--- config.mk ---
export PLATFORM = sky130hd
export DESIGN_NAME = mem_arbiter
export DESIGN_NICKNAME = d
export VERILOG_FILES = /design/src/rtl/mem_arbiter.sv
export SDC_FILE = /design/constraint.sdc
export NUM_CORES = 1
export LEC_CHECK = 0
export BUFFER_PORTS_ARGS = -buffer_cell sky130_fd_sc_hd__buf_2
export CAP_MARGIN = 30
export CELL_PAD_IN_SITES_DETAIL_PLACEMENT = 1
export CELL_PAD_IN_SITES_GLOBAL_PLACEMENT = 1
export CORE_AREA = 2 2 478 480
export DETAILED_ROUTE_END_ITERATION = 10
export DIE_AREA = 0 0 480 482
export PLACE_DENSITY_LB_ADDON = 0.05
export SLEW_MARGIN = 20
export SYNTH_ARGS = -nofsm -noshare
export SYNTH_HDL_FRONTEND = slang
export SYNTH_SLANG_ARGS = --single-unit
--- constraint.sdc ---
create_clock -name clk -period 6.7 [get_ports clk]
set_input_delay 1.34 -clock clk [delete_from_list [all_inputs] [get_ports clk]]
set_output_delay 1.34 -clock clk [all_outputs]
set_load 0.01 [all_outputs]
--- src/rtl/mem_arbiter.sv ---
// mem_arbiter: round-robin request/acknowledge arbiter that shares one
// single-port block RAM among CORE_CNT cores. One access is in flight at a
// time; write acks in the ISSUE cycle, read acks with registered read data.
module mem_arbiter #(
    parameter int ADDR_WID = 32,
    parameter int DATA_WID = 32,
    parameter int CORE_CNT = 16,
    parameter int RD_LAT   = 1,
    localparam int IDX_W   = $clog2(CORE_CNT)
) (
    input  logic                         clk,
    input  logic                         rst,
    input  logic [CORE_CNT-1:0]          req,
    input  logic [CORE_CNT-1:0]          req_we,
    input  logic [CORE_CNT*ADDR_WID-1:0] req_addr,
    input  logic [CORE_CNT*DATA_WID-1:0] req_wdata,
    output logic [CORE_CNT-1:0]          ack,
    output logic [DATA_WID-1:0]          rdata,
    output logic                         busy,
    output logic [IDX_W-1:0]             owner,
    output logic                         mem_en,
    output logic [3:0]                   mem_we,
    output logic [ADDR_WID-1:0]          mem_addr,
    output logic [DATA_WID-1:0]          mem_wdata,
    input  logic [DATA_WID-1:0]          mem_rdata
);

    localparam logic [1:0] S_IDLE  = 2'd0;
    localparam logic [1:0] S_ISSUE = 2'd1;
    localparam logic [1:0] S_WAIT  = 2'd2;
    localparam logic [1:0] S_RESP  = 2'd3;

    logic [1:0]          state;
    logic [IDX_W-1:0]    ptr;
    logic [IDX_W-1:0]    ptr_nxt;
    logic [IDX_W-1:0]    cand;
    logic [IDX_W-1:0]    sel_idx;
    logic                sel_vld;
    logic                we_q;
    logic                rd_ack_q;   // read completes: ack + rdata in the IDLE-return cycle
    logic [1:0]          cnt;        // WAIT cycles left, including the current one
    logic                ack_fire;
    logic [CORE_CNT-1:0] owner_oh;

    // Round-robin pick: first requesting core at ptr, ptr+1, ... wrapping.
    // NOTE: every always_comb output gets a default first so no path leaves it unassigned (no latch).
    always_comb begin
        sel_vld = |req;
        sel_idx = '0;
        cand    = '0;
        // Walk offsets from farthest to nearest so the nearest hit wins last.
        for (int i = CORE_CNT - 1; i >= 0; i--) begin
            cand = IDX_W'((int'(ptr) + i) % CORE_CNT);
            if (req[cand]) begin
                sel_idx = cand;
            end
        end
    end

    // Output decode: write ack in ISSUE, read ack one cycle after RESP.
    always_comb begin
        owner_oh = {{(CORE_CNT-1){1'b0}}, 1'b1} << owner;
        ack_fire = ((state == S_ISSUE) && we_q) || rd_ack_q;
        ack      = ack_fire ? owner_oh : '0;
        mem_en   = (state == S_ISSUE);
        mem_we   = mem_en ? {4{we_q}} : 4'b0000;
        busy     = (state != S_IDLE);
        ptr_nxt  = (owner == IDX_W'(CORE_CNT - 1)) ? '0 : owner + IDX_W'(1);
    end

    // Access FSM, latched request copy, pointer advance and read data capture.
    // NOTE: sequential state uses non-blocking assignments only, so every register sees pre-edge values.
    always_ff @(posedge clk or posedge rst) begin
        if (rst) begin
            state     <= S_IDLE;
            ptr       <= '0;
            owner     <= '0;
            we_q      <= 1'b0;
            mem_addr  <= '0;
            mem_wdata <= '0;
            cnt       <= 2'd0;
            rd_ack_q  <= 1'b0;
            rdata     <= '0;
        end else begin
            rd_ack_q <= 1'b0;
            if (ack_fire) begin
                ptr <= ptr_nxt;
            end
            case (state)
                S_IDLE: begin
                    // The read-ack cycle is not a grant cycle; the next
                    // decision is made in the cycle after any ack.
                    if (sel_vld && !rd_ack_q) begin
                        owner     <= sel_idx;
                        we_q      <= req_we[sel_idx];
                        mem_addr  <= req_addr[int'(sel_idx)*ADDR_WID +: ADDR_WID];
                        mem_wdata <= req_wdata[int'(sel_idx)*DATA_WID +: DATA_WID];
                        state     <= S_ISSUE;
                    end
                end
                S_ISSUE: begin
                    if (we_q) begin
                        state <= S_IDLE;
                    end else if (RD_LAT == 1) begin
                        state <= S_RESP;
                    end else begin
                        cnt   <= 2'(RD_LAT - 1);
                        state <= S_WAIT;
                    end
                end
                S_WAIT: begin
                    cnt <= cnt - 2'd1;
                    if (cnt == 2'd1) begin
                        state <= S_RESP;
                    end
                end
                S_RESP: begin
                    rdata    <= mem_rdata;
                    rd_ack_q <= 1'b1;
                    state    <= S_IDLE;
                end
                default: state <= S_IDLE;
            endcase
        end
    end

endmodule

==> run metrics <==
Max Slew Vio Count 0; Mapped Nets 3,258; number of H-tree levels 3; reg2reg setup slack 1.0 ns; Post-Layout Cell Count 6,327; Synth Register Bits 110; crit path kind register to register; Iter 0 DRT Violations 1,212; filler cell count in the final layout 27,300; Post-CTS Resized 0; Num CTS Buffers 9; YS warnings 0; total global routing overflow 0; Max Cap Violations 0; Ports 1,212; Final Hold Viols 0; Setup Skew 0.0355 ns; RSZ-0062 raised after global routing no; most used flip-flop cell after synthesis dfrtp_1; Gate Count Post-Synth 2,154; Starting Density 7.15%; sequential area share after synthesis 17.0%; pin count of the biggest net entering global routing 78; vias 23,400; IO buf count 1,211; Die Wd 480 um; Area Overhead vs Synth 65.5%; Worst Path Required 7.02 ns; slowest CP cell ha_1; Avg WL per Cell 32.0 um; Startpoint Class register; Worst setup EP type register; first-pass GRT wire length 258,000 um; CTS tree built; crit-path max FO 29; final setup TNS 0 ns; dpl cells 6,251; setup bufs post-CTS 0; core area 226,000 sq um; share of cells above drive strength 1 45.7%; root buf cell clkbuf_16; asr flop ratio synth 100%; Cell variety after synth 72; Clk pin slew, worst setup/hold paths 0.12 ns; Mapped Area 16,200 sq um; Num Clock Sinks 110; clk_lat worst skew 0.48 ns; fin crit period 5.70 ns; initial antenna violation count 320; drt drc 0; Final Util 11.8%; placer congestion estimate 0.801; CP cell instances inv_2, ha_1, buf_4, mux4_2, mux2i_1, mux2i_1, a21oi_1, nor3b_1, a21oi_1, o31a_2, buf_12, buf_4, mux2_2, o221ai_1, a21o_1, a41oi_1; HP Class register to register; CTS Buffer Depth 2; Vias/cell 3.70; crit-path max cell delay 0.68 ns; final net count 4,357; Final Cell Area 26,800 sq um; outcome finished clean; iteration count of the initial detailed-routing pass 5; number of global-route vias before repair 25,000; Worst slew margin 37.4%; Avg Synthesized Cell Area 7.51 sq um; Die Height 482 um; multi-input logic area 12,500 sq um; Final Setup Violations 0; hpwl dp 171,000 um; GRT Util Overall 16.8%; die area 231,000 sq um; Post-synth EDFFs 0; sequential cell area 2750 sq um; Final ANT Viol Nets 0; placed cell area 26,300 sq um; number of cell rows 175; Worst Tran Pin Value 0.939 ns; Critical Path AT 6.02 ns; period utilization 85.1%; Fmax 175 MHz; drt total wl 203,000 um; hold_buf cts 0
flip-flops by register name, summed over array words and instances (netlist names):
register / cells
cnt: 2
mem_addr: 32
mem_wdata: 32
owner: 4
ptr: 4
rd_ack_q: 1
rdata: 32
state: 2
we_q: 1
synth_stat cells (8+ instances only):
library cell | number | area share [%]
nor2b_1 | 8 | 0.31
a41oi_1 | 66 | 3.6
a21oi_1 | 227 | 7.0
nor2_1 | 86 | 2.0
a21o_1 | 130 | 6.0
dfrtp_1 | 110 | 17
xnor2_1 | 8 | 0.43
mux2_1 | 9 | 0.63
o221ai_1 | 64 | 3.5
and3_1 | 13 | 0.50
mux2i_1 | 164 | 10
mux2_2 | 108 | 7.5
buf_1 | 21 | 0.49
nand3_1 | 145 | 4.5
mux4_2 | 25 | 3.5
o22a_1 | 64 | 3.5
inv_1 | 11 | 0.26
ha_1 | 14 | 1.1
buf_4 | 16 | 0.74
and2_1 | 77 | 3.0
nand2_1 | 356 | 8.3
buf_2 | 56 | 1.7
a221o_1 | 65 | 4.0
o21ai_0 | 79 | 2.4
clkbuf_1 | 134 | 3.1
final timing paths:
| kind | start | end | cells after the start |
|---|---|---|---|
| max in group asynchronous | rst | mem_wdata[29] | 3 |
| min in group asynchronous | rst | cnt[0] | 2 |
| max | ptr[0] | mem_wdata[22] | 16 |
| min reg2reg | cnt[0] | cnt[0] | 1 |
| min | cnt[0] | cnt[0] | 1 |
| max reg2reg | ptr[0] | mem_wdata[22] | 16 |
routing by layer:
layer / up-vias / share of wire (%) / global-route usage (%)
li1: 10400 / - / -
met3: 500 / 7.3 / 5.33
met2: 1122 / 51 / 31.1
met5: - / 0.45 / 0
met4: 150 / 2.3 / 3.19
met1: 11300 / 39 / 18.9
critical path, delay by kind of cell, from the launching register on:
| family | cells | cell delay (ns) |
|---|---|---|
| AO/OA/AOI/OAI | 6 | 1.52 |
| buffers and inverters | 4 | 1.06 |
| adder cells (fa/ha/maj) | 1 | 0.68 |
| flip-flops | 1 | 0.42 |
| multiplexers | 4 | 1.68 |
| AND/OR/NAND/NOR | 1 | 0.07 |
cells in the final DEF, fill, tap and decap left out, types with 66 or more instances in the layout:
master and count:
mux2_2 108, buf_4 71, dfrtp_1 110, nand3_1 145
mux2i_1 164, and2_1 76, o21ai_0 79, a41oi_1 66
buf_2 1211, nand2_1 355, a21o_1 130, nor2_1 85
a21oi_1 225
logic make-up (layout without fill, tap and decap cells):
kind of cell             after synthesis  in the layout  synth area share (%)
AO/OA/AOI/OAI                        746            746                  32.7
XOR/XNOR                              14             14                 0.758
adder cells (fa/ha/maj)               14             14                  1.08
buffers and inverters                242           1346                  6.51
flip-flops                           110            110                  17.0
multiplexers                         307            307                  21.9
other                                  0             60                     0
AND/OR/NAND/NOR                      721            721                  20.0
metrics by stage:
step,hold slack [ns],setup slack (ns)
final,0.490,0.998
after global routing,0.531,0.593
after CTS,0.507,0.836
after detailed placement,0.489,0.714
after global placement,0.488,0.620
after floorplan,0.453,1.81
final cells by class:
type	instances	area share [%]
Antenna cell	60	0.561
Inverter	13	0.201
Sequential cell	110	10.3
Multi-Input combinational cell	1802	46.5
Clock inverter	7	0.332
Tap cell	3009	14.1
Clock buffer	9	0.841
Timing Repair Buffer	1317	27.2
Power is left out: the tool's default activity adds up to more than one toggle a clock period on the data nets, which glitch-free logic cannot reach.
